### src/rtl/banco_ativos_pkg.sv
// Shared types for the active-node register bank: scan FSM encoding,
// index width helper and the per-slot record layout.
package banco_ativos_pkg;

    localparam int NUM_NA_DEF      = 8;
    localparam int ADR_WIDTH_DEF   = 5;
    localparam int CUSTO_WIDTH_DEF = 8;

    typedef enum logic [1:0] {
        ST_IDLE  = 2'd0,
        ST_BUSCA = 2'd1,
        ST_FIM   = 2'd2
    } estado_t;

    function automatic int idx_width(input int n);
        return (n > 1) ? $clog2(n) : 1;
    endfunction

    typedef struct packed {
        logic [ADR_WIDTH_DEF-1:0]   endereco;
        logic [ADR_WIDTH_DEF-1:0]   anterior;
        logic [CUSTO_WIDTH_DEF-1:0] custo;
        logic                       ativo;
    } slot_t;

endpackage

### src/rtl/banco_ativos_busca_menor.sv
// Sequential minimum-cost scan over the slot array, one slot per cycle,
// with registered result outputs and a one-cycle ready pulse.
module busca_menor
    import banco_ativos_pkg::*;
#(
    parameter  int NUM_NA      = NUM_NA_DEF,
    parameter  int ADR_WIDTH   = ADR_WIDTH_DEF,
    parameter  int CUSTO_WIDTH = CUSTO_WIDTH_DEF,
    localparam int IDX_W       = idx_width(NUM_NA)
) (
    input  logic                                  clk,
    input  logic                                  rst,
    input  logic                                  req_in,
    input  logic [NUM_NA-1:0]                     ativo_in,
    input  logic [NUM_NA-1:0][ADR_WIDTH-1:0]      endereco_in,
    input  logic [NUM_NA-1:0][ADR_WIDTH-1:0]      anterior_in,
    input  logic [NUM_NA-1:0][CUSTO_WIDTH-1:0]    custo_in,
    output logic                                  pronto_out,
    output logic                                  valido_out,
    output logic [IDX_W-1:0]                      indice_out,
    output logic [ADR_WIDTH-1:0]                  endereco_out,
    output logic [ADR_WIDTH-1:0]                  anterior_out,
    output logic [CUSTO_WIDTH-1:0]                custo_out
);

    localparam logic [IDX_W-1:0] LAST_IDX = IDX_W'(NUM_NA - 1);

    estado_t                state_q, state_d;
    logic [IDX_W-1:0]       idx_q, idx_d;
    logic                   achou_q, achou_d;
    logic [IDX_W-1:0]       best_idx_q, best_idx_d;
    logic [ADR_WIDTH-1:0]   best_end_q, best_end_d;
    logic [ADR_WIDTH-1:0]   best_ant_q, best_ant_d;
    logic [CUSTO_WIDTH-1:0] best_custo_q, best_custo_d;
    logic                   pronto_q, pronto_d;
    logic                   valido_q, valido_d;
    logic [IDX_W-1:0]       res_idx_q, res_idx_d;
    logic [ADR_WIDTH-1:0]   res_end_q, res_end_d;
    logic [ADR_WIDTH-1:0]   res_ant_q, res_ant_d;
    logic [CUSTO_WIDTH-1:0] res_custo_q, res_custo_d;

    // Scan next-state and best-so-far / result update
    always_comb begin
        state_d      = state_q;
        idx_d        = idx_q;
        achou_d      = achou_q;
        best_idx_d   = best_idx_q;
        best_end_d   = best_end_q;
        best_ant_d   = best_ant_q;
        best_custo_d = best_custo_q;
        pronto_d     = 1'b0;
        valido_d     = valido_q;
        res_idx_d    = res_idx_q;
        res_end_d    = res_end_q;
        res_ant_d    = res_ant_q;
        res_custo_d  = res_custo_q;
        case (state_q)
            ST_IDLE: begin
                // a req landing on the pronto cycle is too early and is dropped
                if (req_in && !pronto_q) begin
                    state_d      = ST_BUSCA;
                    idx_d        = {IDX_W{1'b0}};
                    achou_d      = 1'b0;
                    best_idx_d   = {IDX_W{1'b0}};
                    best_end_d   = {ADR_WIDTH{1'b0}};
                    best_ant_d   = {ADR_WIDTH{1'b0}};
                    best_custo_d = {CUSTO_WIDTH{1'b0}};
                end else begin
                    state_d = ST_IDLE;
                end
            end
            ST_BUSCA: begin
                if (ativo_in[idx_q] && (!achou_q || (custo_in[idx_q] < best_custo_q))) begin
                    achou_d      = 1'b1;
                    best_idx_d   = idx_q;
                    best_end_d   = endereco_in[idx_q];
                    best_ant_d   = anterior_in[idx_q];
                    best_custo_d = custo_in[idx_q];
                end else begin
                    achou_d = achou_q;
                end
                if (idx_q == LAST_IDX) begin
                    state_d = ST_FIM;
                end else begin
                    idx_d = idx_q + {{(IDX_W-1){1'b0}}, 1'b1};
                end
            end
            ST_FIM: begin
                pronto_d    = 1'b1;
                valido_d    = achou_q;
                res_idx_d   = best_idx_q;
                res_end_d   = best_end_q;
                res_ant_d   = best_ant_q;
                res_custo_d = best_custo_q;
                state_d     = ST_IDLE;
            end
            default: begin
                state_d = ST_IDLE;
            end
        endcase
    end

    // Scan state, counter and result registers
    always_ff @(posedge clk) begin
        if (rst) begin
            state_q      <= ST_IDLE;
            idx_q        <= {IDX_W{1'b0}};
            achou_q      <= 1'b0;
            best_idx_q   <= {IDX_W{1'b0}};
            best_end_q   <= {ADR_WIDTH{1'b0}};
            best_ant_q   <= {ADR_WIDTH{1'b0}};
            best_custo_q <= {CUSTO_WIDTH{1'b0}};
            pronto_q     <= 1'b0;
            valido_q     <= 1'b0;
            res_idx_q    <= {IDX_W{1'b0}};
            res_end_q    <= {ADR_WIDTH{1'b0}};
            res_ant_q    <= {ADR_WIDTH{1'b0}};
            res_custo_q  <= {CUSTO_WIDTH{1'b0}};
        end else begin
            state_q      <= state_d;
            idx_q        <= idx_d;
            achou_q      <= achou_d;
            best_idx_q   <= best_idx_d;
            best_end_q   <= best_end_d;
            best_ant_q   <= best_ant_d;
            best_custo_q <= best_custo_d;
            pronto_q     <= pronto_d;
            valido_q     <= valido_d;
            res_idx_q    <= res_idx_d;
            res_end_q    <= res_end_d;
            res_ant_q    <= res_ant_d;
            res_custo_q  <= res_custo_d;
        end
    end

    assign pronto_out   = pronto_q;
    assign valido_out   = valido_q;
    assign indice_out   = res_idx_q;
    assign endereco_out = res_end_q;
    assign anterior_out = res_ant_q;
    assign custo_out    = res_custo_q;

endmodule

### src/rtl/banco_ativos.sv
// Active-node slot register bank: applies manager update/deactivate commands
// with the relaxation rule and hosts the lowest-cost scan.
module banco_ativos
    import banco_ativos_pkg::*;
#(
    parameter int NUM_NA      = NUM_NA_DEF,
    parameter int ADR_WIDTH   = ADR_WIDTH_DEF,
    parameter int CUSTO_WIDTH = CUSTO_WIDTH_DEF
) (
    input  logic                          clk,
    input  logic                          rst,
    input  logic                          ga_atualizar_in,
    input  logic                          ga_desativar_in,
    input  logic [NUM_NA-1:0]             ga_habilitar_in,
    input  logic [ADR_WIDTH-1:0]          ga_endereco_in,
    input  logic [ADR_WIDTH-1:0]          ga_anterior_in,
    input  logic [CUSTO_WIDTH-1:0]        custo_in,
    output logic [ADR_WIDTH*NUM_NA-1:0]   na_endereco_out,
    output logic [NUM_NA-1:0]             na_ativo_out,
    input  logic                          menor_req_in,
    output logic                          menor_pronto_out,
    output logic                          menor_valido_out,
    output logic [idx_width(NUM_NA)-1:0]  menor_indice_out,
    output logic [ADR_WIDTH-1:0]          menor_endereco_out,
    output logic [ADR_WIDTH-1:0]          menor_anterior_out,
    output logic [CUSTO_WIDTH-1:0]        menor_custo_out
);

    logic [NUM_NA-1:0][ADR_WIDTH-1:0]   endereco_q, endereco_d;
    logic [NUM_NA-1:0][ADR_WIDTH-1:0]   anterior_q, anterior_d;
    logic [NUM_NA-1:0][CUSTO_WIDTH-1:0] custo_q, custo_d;
    logic [NUM_NA-1:0]                  ativo_q, ativo_d;

    // Per-slot command decode: deactivate wins, update fills or relaxes
    always_comb begin
        endereco_d = endereco_q;
        anterior_d = anterior_q;
        custo_d    = custo_q;
        ativo_d    = ativo_q;
        for (int i = 0; i < NUM_NA; i++) begin
            if (ga_habilitar_in[i]) begin
                if (ga_desativar_in) begin
                    ativo_d[i] = 1'b0;
                end else if (ga_atualizar_in && (!ativo_q[i] || (custo_in < custo_q[i]))) begin
                    endereco_d[i] = ga_endereco_in;
                    anterior_d[i] = ga_anterior_in;
                    custo_d[i]    = custo_in;
                    ativo_d[i]    = 1'b1;
                end else begin
                    ativo_d[i] = ativo_q[i];
                end
            end else begin
                ativo_d[i] = ativo_q[i];
            end
        end
    end

    // Slot storage
    always_ff @(posedge clk) begin
        if (rst) begin
            endereco_q <= {(NUM_NA*ADR_WIDTH){1'b0}};
            anterior_q <= {(NUM_NA*ADR_WIDTH){1'b0}};
            custo_q    <= {(NUM_NA*CUSTO_WIDTH){1'b0}};
            ativo_q    <= {NUM_NA{1'b0}};
        end else begin
            endereco_q <= endereco_d;
            anterior_q <= anterior_d;
            custo_q    <= custo_d;
            ativo_q    <= ativo_d;
        end
    end

    assign na_endereco_out = endereco_q;
    assign na_ativo_out    = ativo_q;

    busca_menor #(
        .NUM_NA      (NUM_NA),
        .ADR_WIDTH   (ADR_WIDTH),
        .CUSTO_WIDTH (CUSTO_WIDTH)
    ) u_busca_menor (
        .clk          (clk),
        .rst          (rst),
        .req_in       (menor_req_in),
        .ativo_in     (ativo_q),
        .endereco_in  (endereco_q),
        .anterior_in  (anterior_q),
        .custo_in     (custo_q),
        .pronto_out   (menor_pronto_out),
        .valido_out   (menor_valido_out),
        .indice_out   (menor_indice_out),
        .endereco_out (menor_endereco_out),
        .anterior_out (menor_anterior_out),
        .custo_out    (menor_custo_out)
    );

endmodule
### config.mk
export PLATFORM = sky130hd
export DESIGN_NAME = banco_ativos
export DESIGN_NICKNAME = d
export VERILOG_FILES = /design/src/rtl/banco_ativos_pkg.sv /design/src/rtl/banco_ativos_busca_menor.sv /design/src/rtl/banco_ativos.sv
export SDC_FILE = /design/constraint.sdc
export NUM_CORES = 1
export LEC_CHECK = 0
export CAP_MARGIN = 15
export CORE_ASPECT_RATIO = 2
export CORE_UTILIZATION = 30
export CTS_CLUSTER_SIZE = 8
export DETAILED_ROUTE_END_ITERATION = 10
export DONT_BUFFER_PORTS = 1
export PLACE_DENSITY_LB_ADDON = 0.05
export SYNTH_ARGS = -nofsm -noshare
export SYNTH_HDL_FRONTEND = slang
export SYNTH_SLANG_ARGS = --single-unit
### constraint.sdc
create_clock -name clk -period 5.4 [get_ports clk]
set_input_delay 0.81 -clock clk [delete_from_list [all_inputs] [get_ports clk]]
set_output_delay 0.81 -clock clk [all_outputs]
set_load 0.01 [all_outputs]
* Yosys cells after proc, flatten, opt, wreduce, memory -nomap -nowiden
Cells that the tools add are included.
Storage, ports and cells: output and inout bits 71, flip-flop bits (word level) 202, bits of input ports 31, logic and storage cells 165
Cells by class: bitwise operators 1, reductions and logical operators 57, equality and inequality tests 7, magnitude comparators 10, $add $sub $neg 1, muxes and demuxes 44
Operators with widths (count):
- less-than comparator 8 bit | 9
- binary-select mux 5 bit (select 3 bit) | 2
- AND reduction 3 bit | 10
- 2-to-1 mux 5 bit | 5
- binary-select mux 8 bit (select 3 bit) | 1
- 2-to-1 mux 8 bit | 3
- 2-to-1 mux 1 bit | 21
- one-hot mux 5 bit (2 select lines) | 2
- nonzero test 2 bit | 9
- one-hot mux 8 bit (2 select lines) | 1
- AND reduction 2 bit | 8
- one-hot mux 3 bit (2 select lines) | 2
- logical AND 1 bit | 10
- logical NOT 1 bit | 10
- logical OR 1 bit | 9
- 2-to-1 mux 3 bit | 3
- != test 2 x 1 -> 1 bit, second input constant | 3
- less-than comparator 3 x 4 -> 1 bit, second input constant | 1
- one-hot mux 2 bit (2 select lines) | 1
- adder 3 x 1 -> 3 bit, second input constant | 1
- binary-select mux 1 bit (select 3 bit) | 1
- equality test 3 bit, second input constant | 1
- equality test 2 x 1 -> 1 bit, second input constant | 1
- equality test 2 bit, second input constant | 1
- 5 further kinds | 5

* Depth between registers and ports, before layout
Gate-level depths: netlist of the first run.
word-level depth 7, mapped depth 13, mapped depth without buffers 10

* Modules after synthesis
A second synthesis of the first run with hierarchy kept.
Second synthesis, totals: cells, all modules 1031, area, all modules 10521.3 µm²
By module, submodules not included:
- banco_ativos | area each 7454.6 µm², cells each 733, seq. area each 3042.9 µm², instances 1
- busca_menor | area each 3066.7 µm², cells each 298, seq. area each 1001.0 µm², instances 1

* Worst setup path after synthesis of the first run
Ideal clock, no wire load.
path type register -> register, from register u_busca_menor.idx_q[2], to register u_busca_menor.best_custo_q[1], data required time 5283 ps, path slack 2262 ps, data arrival time 3020 ps, buffers on the path 3, setup time 117 ps, cell stages (with the launch flop) 12, cell sequence dfxtp_1 -> buf_2 -> buf_1 -> nand2_1 -> o221a_2 -> ha_1 -> a21oi_1 -> a2111oi_0 -> nor2_1 -> or2_2 -> buf_2 -> a32o_1
Between the ends: word-level cells in the longest chain between the ends 7, elaborated cells between the ends (all ways) 11
RTL lines:
- start, declared | line banco_ativos_busca_menor.sv:29 | logic [IDX_W-1:0] idx_q, idx_d;
- start signal, assigned | line banco_ativos_busca_menor.sv:107 | idx_q <= {IDX_W{1'b0}};
- start signal, assigned | line banco_ativos_busca_menor.sv:121 | idx_q <= idx_d;
- binary-select mux 8 bit (select 3 bit) | line banco_ativos_busca_menor.sv:73, banco_ativos_busca_menor.sv:78
- 2-to-1 mux 8 bit (not written as such) | line banco_ativos_busca_menor.sv:73, banco_ativos_busca_menor.sv:78
- less-than comparator 8 bit | line banco_ativos_busca_menor.sv:73 | if (ativo_in[idx_q] && (!achou_q || (custo_in[idx_q] < best_custo_q))) begin
- logical OR 1 bit | line banco_ativos_busca_menor.sv:73
- logical AND 1 bit | line banco_ativos_busca_menor.sv:73
- != test 2 x 1 -> 1 bit (no line)
- AND reduction 3 bit (no line)
- end signal, assigned | line banco_ativos_busca_menor.sv:112 | best_custo_q <= {CUSTO_WIDTH{1'b0}};
- end signal, assigned | line banco_ativos_busca_menor.sv:126 | best_custo_q <= best_custo_d;
- end, declared | line banco_ativos_busca_menor.sv:34 | logic [CUSTO_WIDTH-1:0] best_custo_q, best_custo_d;
Parallel ways exist; a longest one is shown, timed or not. The select of a mux whose other input is x is not followed. A chain may end at the register's enable or synchronous reset.

* Worst setup path in the final report of the first run
from register u_busca_menor.idx_q[1], to register u_busca_menor.achou_q
Between the ends: word-level cells in the longest chain between the ends 7, elaborated cells between the ends (all ways) 9
RTL lines:
- binary-select mux 8 bit (select 3 bit) | line banco_ativos_busca_menor.sv:73
- 2-to-1 mux 8 bit (not written as such) | line banco_ativos_busca_menor.sv:73
- less-than comparator 8 bit | line banco_ativos_busca_menor.sv:73
- logical OR 1 bit | line banco_ativos_busca_menor.sv:73
- logical AND 1 bit * | line banco_ativos_busca_menor.sv:73
- != test 2 x 1 -> 1 bit (no line) *
- AND reduction 3 bit (no line) *
- end signal, assigned | line banco_ativos_busca_menor.sv:122 | achou_q <= achou_d;
- end, declared | line banco_ativos_busca_menor.sv:30 | logic achou_q, achou_d;
Every way passes the cells marked *; elsewhere a longest branch is shown, timed or not. The select of a mux whose other input is x is not followed.

==> impl_metrics.json, run 1 <==
{
  "num_antenna_cells": 0,
  "floorplan.initialDensity_pct": 30.53,
  "die_span_in_y_um": 264.1,
  "grt_first_pass_wirelength_um": 59640,
  "floorplan.die.width_um": 133.1,
  "syn-cell-area_um2": 10310,
  "viasPerCell": 5.456,
  "finalPower_mw": 3.538,
  "holdPathEnd": "u_busca_menor.anterior_out[1]",
  "powerDensity_nw_per_um2": 310.8,
  "io_pins": 102,
  "critical_path_required_ns": 5.78,
  "layout.nets": 1217,
  "synthesis.nets": 1254,
  "run_status": "complete, no violations",
  "total_leakage_power_nw": 3.913,
  "antenna_violations_before_repair": 0,
  "post_cts_resized": 0,
  "netlist_instances": 1158,
  "setup.worst_path.start_class": "flop",
  "place.detailed.hpwl_um": 28820,
  "worst_reg2reg_setup_slack_ns": 1.61,
  "final.min_clock_period_ns": 3.789,
  "cts_htree_levels": 1,
  "finalSetupViolations": 0,
  "endpoint_kind": "flop",
  "layout.area.seq_um2": 4049,
  "num_vias": 8501,
  "clk_root_buffer_cell": "sky130_fd_sc_hd__clkbuf_16",
  "clk_transition_reported_paths_ns": 0.05,
  "remaining_drc_errors": 0,
  "cts_made_buffers": 29,
  "drt_first_iter_violations": 417,
  "synthXorXnorAreaFrac_pct": 0,
  "vdd_ir_drop_max_uv": 216.6,
  "synth_cell_type_count": 45,
  "port_buffers": 0,
  "ant_nets": 0,
  "main_combinational_cell_family_by_area_after_synthesis": "compound AO/OA/AOI/OAI gates",
  "multi_input_area_um2": 5707,
  "routed_wirelength_um": 40500,
  "setup_total_negative_slack_ns": 0,
  "fillers": 3587,
  "clock_tree_from_tritoncts": "done",
  "synthDominantCellAreaShare_pct": 39.24,
  "first_global_vias": 8686,
  "hold_viol_final": 0,
  "synth_compound_area_share_pct": 19.76,
  "wl_met3_um": 1525,
  "placeableCoreArea_um2": 33760,
  "setup_repair_after_global_routing_missed_its_margin": "false",
  "final_layout_size_suffix_gt1_share_pct": 7.219,
  "drv.max_cap_violation_count": 0,
  "synth_fa_ha_area_share_pct": 7.891,
  "hold_crit_start": "rst",
  "globalRouteOverflowTotal": 0,
  "critPathKind": "flop to flop",
  "yosys_most_used_dff": "sky130_fd_sc_hd__dfxtp_1",
  "data_arrival_time_of_the_critical_path_ns": 4.17,
  "post-synth-top-area-cell": "sky130_fd_sc_hd__dfxtp_1",
  "timing.clock.skew_ns": 0.01565,
  "dr.pass1.iters": 5,
  "syn_to_final_growth_pct": 10.44,
  "timing.reg2reg.worst_path_depth": 9,
  "ys.warnings.count": 0,
  "rows": 95,
  "reg2reg_to": "u_busca_menor.achou_q",
  "grt_max_degree": 201,
  "cts_hold_repair.buffers": 0,
  "async_set_reset_flop_share_out_of_synthesis_pct": 0,
  "max_freq_ghz": 0.2639,
  "drt-wirelength-per-cell_um": 25.99,
  "yosys-top-cells-area": "sky130_fd_sc_hd__dfxtp_1 39%, sky130_fd_sc_hd__ha_1 7.9%, sky130_fd_sc_hd__mux2i_1 7.6%, sky130_fd_sc_hd__a21oi_1 6.7%, sky130_fd_sc_hd__o21ai_0 5.9%",
  "clkSinkCount": 202,
  "grt_usage_pct": 23.18,
  "max_slew_margin_pct": 25.57,
  "wl_met2_um": 23250,
  "synth-edff-count": 0,
  "place.gp.congestion": 0.8040,
  "insertion_delay_ns": 0.55,
  "cts_buffer_depth": 3,
  "post-cts-setup-buffers": 0,
  "synth_simple_gate_area_share_pct": 14.63,
  "routedLengthMet1_um": 14170,
  "routed.top_layer": "met4",
  "ys_seq_area_share_pct": 39.24,
  "hold_depth": 1,
  "worst_r2r_startpoint": "u_busca_menor.idx_q[1]",
  "worst_slew_pin_slew_ns": 1.111,
  "ys_seq_elements": 202,
  "timing.critical_path.fanout_max": 69,
  "path_type_of_the_worst_min_delay_path": "input pin to flop",
  "drv_slew": 0,
  "post_synth.cell_area_avg_um2": 8.900,
  "yosys-mux-area-fraction_pct": 12.93,
  "timing.final.crit_share_pct": 70.17,
  "die_area_um2": 35140
}
## power breakdown
| group | internal (mW) | switching, mW | total [mW] |
|---|---|---|---|
| Combinational | 0.130 | 0.172 | 0.302 |
| Sequential | 1.54 | 0.0687 | 1.61 |
| Clock | 0.941 | 0.688 | 1.63 |
## cell usage after synthesis (all sizes together), types with 3 or more instances
library cell    n
clkbuf         56
a32o            8
buf            23
a211oi         20
nor2b           4
dfxtp         202
o211ai          4
mux2i          78
o2111a          4
o2bb2ai        12
o221a           7
and3            5
nand2          61
a22oi          10
o21ai         126
nand3          96
ha             65
nand4           3
nor2           35
inv            67
a21oi         137
o21a            4
mux4           24
nand2b         81
and4            4
a211o           4
## per-stage QoR
stage / instance area, µm² / hold slack (ns) / utilization [%] / instances / worst slack (ns)
CTS: 11380 / 0.2984 / 33.72 / 1558 / 1.583
floorplan: 10310 / 0.4313 / - / 1158 / 2.262
finish: 11380 / 0.3389 / 33.72 / 1558 / 1.611
detailed placement: 10640 / 0.4461 / 31.50 / 1526 / 1.626
global placement: 10640 / 0.4495 / 31.50 / 1526 / 1.646
global route: 11380 / 0.3149 / 33.72 / 1558 / 1.187
## flip-flops by register name, summed over array words and instances (netlist names)
signal	flops
custo_q	64
anterior_q	40
na_endereco_out	40
na_ativo_out	8
u_busca_menor.best_custo_q	8
u_busca_menor.custo_out	8
u_busca_menor.anterior_out	5
u_busca_menor.best_ant_q	5
u_busca_menor.best_end_q	5
u_busca_menor.endereco_out	5
u_busca_menor.best_idx_q	3
u_busca_menor.idx_q	3
u_busca_menor.indice_out	3
u_busca_menor.state_q	2
u_busca_menor.achou_q	1
u_busca_menor.pronto_out	1
u_busca_menor.valido_out	1
## critical path, stage by stage (launching register included)
cell and delay (ns):
sky130_fd_sc_hd__dfxtp_4 1.00, sky130_fd_sc_hd__mux2i_1 0.28, sky130_fd_sc_hd__a22oi_1 0.11, sky130_fd_sc_hd__o221a_2 0.17, sky130_fd_sc_hd__ha_1 0.33, sky130_fd_sc_hd__o211ai_1 0.11, sky130_fd_sc_hd__a2111oi_0 0.42, sky130_fd_sc_hd__nor2_1 0.16
sky130_fd_sc_hd__o21ai_1 0.80, sky130_fd_sc_hd__o21ai_0 0.21
## worst max path at each step
stage | start | to | slack [ns] | cells past startpoint
6_report | u_busca_menor.idx_q[1] | u_busca_menor.achou_q | 1.61 | 9
5_1_grt | u_busca_menor.idx_q[1] | u_busca_menor.achou_q | 1.19 | 9
4_1_cts | u_busca_menor.idx_q[1] | u_busca_menor.achou_q | 1.58 | 9
3_5_place_dp | u_busca_menor.idx_q[1] | u_busca_menor.achou_q | 1.63 | 9
3_3_place_gp | u_busca_menor.idx_q[1] | u_busca_menor.achou_q | 1.65 | 9
2_1_floorplan | u_busca_menor.idx_q[2] | u_busca_menor.best_custo_q[1] | 2.26 | 11
## layout by cell type (no fill, tap or decap), types with 3 or more instances in the layout
| cell type | netlist | final |
|---|---|---|
| sky130_fd_sc_hd__a211o_1 | 4 | 4 |
| sky130_fd_sc_hd__a211oi_1 | 19 | 19 |
| sky130_fd_sc_hd__a21oi_1 | 137 | 137 |
| sky130_fd_sc_hd__a22oi_1 | 10 | 10 |
| sky130_fd_sc_hd__a32o_1 | 8 | 8 |
| sky130_fd_sc_hd__and3_1 | 5 | 5 |
| sky130_fd_sc_hd__and4_1 | 4 | 4 |
| sky130_fd_sc_hd__buf_4 | 0 | 11 |
| sky130_fd_sc_hd__clkbuf_16 | 0 | 29 |
| sky130_fd_sc_hd__dfxtp_1 | 202 | 200 |
| sky130_fd_sc_hd__ha_1 | 65 | 65 |
| sky130_fd_sc_hd__inv_1 | 67 | 67 |
| sky130_fd_sc_hd__mux2i_1 | 78 | 78 |
| sky130_fd_sc_hd__mux4_2 | 24 | 24 |
| sky130_fd_sc_hd__nand2_1 | 61 | 61 |
| sky130_fd_sc_hd__nand2b_1 | 81 | 81 |
| sky130_fd_sc_hd__nand3_1 | 96 | 96 |
| sky130_fd_sc_hd__nand4_1 | 3 | 3 |
| sky130_fd_sc_hd__nor2_1 | 35 | 35 |
| sky130_fd_sc_hd__nor2b_1 | 4 | 4 |
| sky130_fd_sc_hd__o2111a_1 | 4 | 4 |
| sky130_fd_sc_hd__o211ai_1 | 4 | 4 |
| sky130_fd_sc_hd__o21a_1 | 4 | 4 |
| sky130_fd_sc_hd__o21ai_0 | 121 | 121 |
| sky130_fd_sc_hd__o21ai_1 | 5 | 4 |
| sky130_fd_sc_hd__o221a_2 | 7 | 7 |
| sky130_fd_sc_hd__o2bb2ai_1 | 12 | 12 |
## cell families (layout without fill, tap and decap cells)
family | after synthesis | after routing
buffers and inverters | 146 | 110
and+or+nand+nor | 296 | 296
adders and majority gates | 65 | 65
AOI/OAI and AO/OA | 346 | 346
DFF | 202 | 202
muxes | 103 | 103
## routing by layer
metal | up-vias | track usage [%]
met5 | - | 0
met4 | 0 | 9.195
met3 | 58 | 3.282
met2 | 185 | 46.92
met1 | 4177 | 22.83
li1 | 4081 | -
## final cells by class
type                            instances  share of cell area, %
Multi-Input combinational cell        810                  50.14
Timing Repair Buffer                   11                 0.7255
Sequential cell                       202                  35.57
Clock buffer                           30                  6.409
Clock inverter                          2                 0.1539
Inverter                               67                  2.210
Tap cell                              436                  4.793
Note: power is estimated with default switching activity, not from simulation.
==> run 2: changes to the inputs <==
==> constraint.sdc (replaced) <==
create_clock -name clk -period 3.5 [get_ports clk]
set_input_delay 0.525 -clock clk [delete_from_list [all_inputs] [get_ports clk]]
set_output_delay 0.525 -clock clk [all_outputs]
set_load 0.01 [all_outputs]
==> impl_metrics.json, run 2 (same netlist as run 1, synthesis figures left out) <==
{
  "hold_depth": 1,
  "drv.max_cap_violation_count": 0,
  "rows": 95,
  "powerDensity_nw_per_um2": 476.1,
  "die_area_um2": 35140,
  "placeableCoreArea_um2": 33760,
  "io_pins": 102,
  "cts_made_buffers": 29,
  "setup_repair_after_global_routing_missed_its_margin": "false",
  "vdd_ir_drop_max_uv": 331.3,
  "port_buffers": 0,
  "timing.final.crit_share_pct": 87.23,
  "floorplan.die.width_um": 133.1,
  "cts_buffer_depth": 3,
  "place.gp.congestion": 0.8080,
  "globalRouteOverflowTotal": 0,
  "grt_usage_pct": 23.14,
  "num_vias": 8532,
  "clk_transition_reported_paths_ns": 0.05,
  "max_slew_margin_pct": 34.19,
  "floorplan.initialDensity_pct": 30.53,
  "mostFrequentLayoutCell": "sky130_fd_sc_hd__dfxtp_1",
  "place.detailed.hpwl_um": 28890,
  "largest_register_ff_count": 64,
  "reg2reg_to": "u_busca_menor.best_custo_q[7]",
  "drt_first_iter_violations": 533,
  "timing.reg2reg.worst_path_depth": 9,
  "endpoint_kind": "flop",
  "grt_max_degree": 201,
  "final_layout_size_suffix_gt1_share_pct": 7.876,
  "critical_path_required_ns": 3.94,
  "clkSinkCount": 202,
  "dr.pass1.iters": 7,
  "layout_common_cells": "200 x sky130_fd_sc_hd__dfxtp_1, 137 x sky130_fd_sc_hd__a21oi_1, 121 x sky130_fd_sc_hd__o21ai_0",
  "die_span_in_y_um": 264.1,
  "cts_hold_repair.buffers": 0,
  "antenna_violations_before_repair": 0,
  "holdPathEnd": "u_busca_menor.endereco_out[3]",
  "hold_ws_ns": 0.05079,
  "setup_total_negative_slack_ns": 0,
  "worst_slew_pin_slew_ns": 0.9872,
  "remaining_drc_errors": 0,
  "ant_nets": 0,
  "layout.nets": 1225,
  "insertion_delay_ns": 0.56,
  "timing.clock.skew_ns": 0.02126,
  "cts_htree_levels": 1,
  "run_status": "complete, no violations",
  "clk_root_buffer_cell": "sky130_fd_sc_hd__clkbuf_16",
  "total_leakage_power_nw": 3.951,
  "setup.worst_path.start_class": "flop",
  "grt_first_pass_wirelength_um": 59560,
  "worst_reg2reg_setup_slack_ns": 0.45,
  "finalSetupViolations": 0,
  "max_flop_register": "custo_q",
  "max_freq_ghz": 0.3276,
  "drv_slew": 0,
  "clock_tree_from_tritoncts": "done",
  "hold_crit_start": "rst",
  "data_arrival_time_of_the_critical_path_ns": 3.50,
  "num_antenna_cells": 0,
  "viasPerCell": 5.448,
  "routed_wirelength_um": 40400,
  "first_global_vias": 8600,
  "path_type_of_the_worst_min_delay_path": "input pin to flop",
  "hold_viol_final": 0,
  "critPathKind": "flop to flop",
  "final.min_clock_period_ns": 3.053,
  "worst_r2r_startpoint": "u_busca_menor.idx_q[1]",
  "drt-wirelength-per-cell_um": 25.80,
  "timing.critical_path.fanout_max": 41,
  "syn_to_final_growth_pct": 11.01
}
-- run 2: cell types whose count changed in the layout (fill, tap and decap cells not counted), sizes merged --
cell	previous run	this run
buf	11	19
-- run 2: stage by stage --
| stage | setup WS, ns | utilization, % | total power [mW] | instances | cell area, µm² |
|---|---|---|---|---|---|
| final | 0.4470 | 33.89 | 5.447 | 1566 | 11440 |
| after global routing | 0.09653 | 33.89 | 5.681 | 1566 | 11440 |
| after detailed placement | 0.3709 | 31.67 | 3.006 | 1534 | 10690 |
| after floorplan | 0.3624 | - | 2.857 | 1158 | 10310 |
| after global placement | 0.3938 | 31.67 | 3.002 | 1534 | 10690 |
| after CTS | 0.3508 | 33.88 | 5.531 | 1566 | 11440 |
-- run 2: how the worst max path moves through the flow --
stage                                       from                            end  slack [ns]  cells past startpoint
after floorplan           u_busca_menor.idx_q[2]  u_busca_menor.best_custo_q[1]        0.36                     11
after global placement    u_busca_menor.idx_q[0]  u_busca_menor.best_custo_q[6]        0.39                     10
after detailed placement  u_busca_menor.idx_q[0]  u_busca_menor.best_custo_q[7]        0.37                     10
after CTS                 u_busca_menor.idx_q[0]  u_busca_menor.best_custo_q[4]        0.35                     10
after global routing      u_busca_menor.idx_q[0]  u_busca_menor.best_custo_q[6]         0.1                     10
final                     u_busca_menor.idx_q[1]  u_busca_menor.best_custo_q[7]        0.45                      9
-- run 2: cell type report --
cell class              instances  area (µm²)
flip-flops and latches        202        4049
fillers                      3562       22320
inverters                      67       251.5
clock inverters                 2       17.52
clock buffers                  30       729.5
repair buffers                 19       142.6
multi-input cells             810        5705
well taps                     436       545.5
-- run 2: where the power goes --
part / total [mW] / switching (mW) / internal [mW]
Clock: 2.50 / 1.05 / 1.45
Sequential: 2.47 / 0.0990 / 2.37
Combinational: 0.475 / 0.271 / 0.204
-- run 2: what timing repair did --
item | in CTS | in global routing
setup buffers | 0 | 0
endpoints found under the setup margin | 0 | 8
gates resized for setup | 0 | 1
-- run 2: metal layers --
metal	GRT usage [%]	part of all wire (%)
met5	0	0
met4	7.518	2.9
met3	2.629	3.2
met2	46.55	57
met1	24.09	37
-- run 2: critical path: stages, from the launching register on --
cell and delay [ns]:
sky130_fd_sc_hd__dfxtp_4 0.66, sky130_fd_sc_hd__buf_4 0.32, sky130_fd_sc_hd__a21oi_1 0.09, sky130_fd_sc_hd__o221a_2 0.28, sky130_fd_sc_hd__ha_1 0.29, sky130_fd_sc_hd__o211ai_1 0.08
sky130_fd_sc_hd__a2111oi_0 0.39, sky130_fd_sc_hd__nor2_1 0.17, sky130_fd_sc_hd__or2_2 0.39, sky130_fd_sc_hd__a32o_1 0.28
==> run 3: changes to the inputs <==
--- a/config.mk
+++ b/config.mk
@@ -7,7 +7,7 @@
 export LEC_CHECK = 0
 export CAP_MARGIN = 15
 export CORE_ASPECT_RATIO = 2
-export CORE_UTILIZATION = 30
+export CORE_UTILIZATION = 64
 export CTS_CLUSTER_SIZE = 8
 export DETAILED_ROUTE_END_ITERATION = 10
 export DONT_BUFFER_PORTS = 1
==> impl_metrics.json, run 3 (same netlist as run 1, synthesis figures left out) <==
{
  "timing.final.crit_share_pct": 87.89,
  "critical_path_required_ns": 3.91,
  "postLayoutCellArea_um2": 11120,
  "vdd_ir_drop_max_uv": 436.8,
  "met2_usage_pct": 69.95,
  "first_global_vias": 8867,
  "met1_usage_grt_pct": 40.64,
  "cts_made_buffers": 29,
  "finalPower_mw": 5.326,
  "insertion_delay_ns": 0.54,
  "largest_register_ff_count": 64,
  "num_vias": 8967,
  "data_arrival_time_of_the_critical_path_ns": 3.49,
  "num_antenna_cells": 0,
  "routed_wirelength_um": 33140,
  "hold_viol_final": 0,
  "cts_buffer_depth": 3,
  "path_type_of_the_worst_min_delay_path": "input pin to flop",
  "utilization_pct": 70.50,
  "instances_no_fill": 1329,
  "cts_htree_levels": 1,
  "final.min_clock_period_ns": 3.076,
  "finalSetupViolations": 0,
  "floorplan.die.width_um": 91.73,
  "placed_cells_incl_taps": 1298,
  "fillers": 1306,
  "grt_max_degree": 201,
  "grt.busiest_layer": "met2",
  "viasPerCell": 6.747,
  "max_slew_margin_pct": 32.87,
  "dpl_worst_slack_ns": 0.4717,
  "clkSinkCount": 202,
  "ant_nets": 0,
  "rows": 65,
  "met3_usage_pct": 6.951,
  "remaining_drc_errors": 0,
  "drt_first_iter_violations": 599,
  "antenna_violations_before_repair": 0,
  "placeableCoreArea_um2": 15780,
  "critPathKind": "flop to flop",
  "clock_tree_from_tritoncts": "done",
  "hold_ws_ns": 0.07321,
  "place.gp.congestion": 0.9525,
  "die_area_um2": 16650,
  "globalRouteOverflowTotal": 0,
  "powerDensity_nw_per_um2": 478.8,
  "port_buffers": 0,
  "drv.max_cap_violation_count": 0,
  "layout.nets": 1224,
  "endpoint_kind": "flop",
  "io_pins": 102,
  "clk_transition_reported_paths_ns": 0.05,
  "clk_root_buffer_cell": "sky130_fd_sc_hd__clkbuf_16",
  "setup.worst_path.start_class": "flop",
  "post_cts_resized": 0,
  "worst_slew_pin_slew_ns": 1.007,
  "cts_hold_repair.buffers": 0,
  "syn_to_final_growth_pct": 7.928,
  "layout_common_cells": "201 x sky130_fd_sc_hd__dfxtp_1, 137 x sky130_fd_sc_hd__a21oi_1, 121 x sky130_fd_sc_hd__o21ai_0",
  "grt_first_pass_wirelength_um": 50060,
  "placement.cell_area_um2": 10390,
  "floorplan.initialDensity_pct": 65.32,
  "drt-wirelength-per-cell_um": 24.93,
  "run_status": "complete, no violations",
  "setup_total_negative_slack_ns": 0,
  "place.detailed.hpwl_um": 22640,
  "die_span_in_y_um": 181.5,
  "total_leakage_power_nw": 3.942,
  "final_layout_size_suffix_gt1_share_pct": 7.535,
  "post-cts-setup-buffers": 0,
  "drv_slew": 0,
  "dr.pass1.iters": 5,
  "grt_usage_pct": 39.87,
  "finalWorstSetupSlack_ns": 0.4239,
  "mostFrequentLayoutCell": "sky130_fd_sc_hd__dfxtp_1",
  "timing.clock.skew_ns": 0.02335,
  "max_flop_register": "custo_q",
  "max_freq_ghz": 0.3251,
  "timing.critical_path.fanout_max": 45,
  "setup_repair_after_global_routing_missed_its_margin": "false"
}
-- run 3: final cells by class --
| type | instances | area, µm² | area share (%) |
|---|---|---|---|
| Multi-Input combinational cell | 810 | 5699 | 51.24 |
| Sequential cell | 202 | 4048 | 36.39 |
| Clock buffer | 30 | 729.5 | 6.558 |
| Inverter | 67 | 251.5 | 2.261 |
| Tap cell | 201 | 251.5 | 2.261 |
| Timing Repair Buffer | 18 | 135.1 | 1.215 |
| Clock inverter | 1 | 8.758 | 0.07874 |
-- run 3: layer usage --
layer	vias up	wire length (µm)	share of wire, %
li1	4106	-	-
met1	4304	11300	34
met2	389	16530	50
met3	168	2102	6.3
met4	0	3205	9.7
met5	-	0	0
-- run 3: path summary, 6_finish.rpt --
kind,startpoint,endpoint,slack (ns),cells after the start
worst min register to register,anterior_q[20],anterior_q[20],0.46,2
worst max-delay path,u_busca_menor.idx_q[1],u_busca_menor.best_custo_q[0],0.42,7
worst min-delay path,rst,custo_q[40],0.07,1
worst max register to register,u_busca_menor.idx_q[1],u_busca_menor.best_custo_q[0],0.42,7
-- run 3: critical path, stage by stage, from the launching register on --
cell and delay [ns]:
sky130_fd_sc_hd__dfxtp_4 0.66, sky130_fd_sc_hd__buf_4 0.51, sky130_fd_sc_hd__mux4_2 0.56, sky130_fd_sc_hd__mux2_2 0.31
sky130_fd_sc_hd__a211oi_2 0.30, sky130_fd_sc_hd__o31ai_2 0.13, sky130_fd_sc_hd__buf_4 0.21, sky130_fd_sc_hd__a22o_1 0.23
-- run 3: power breakdown --
part	internal, mW	leakage (nW)	switching [mW]
Sequential	2.38	1.64	0.0934
Clock	1.44	0.363	0.944
Combinational	0.204	1.94	0.266
Total	4.02	3.94	1.30
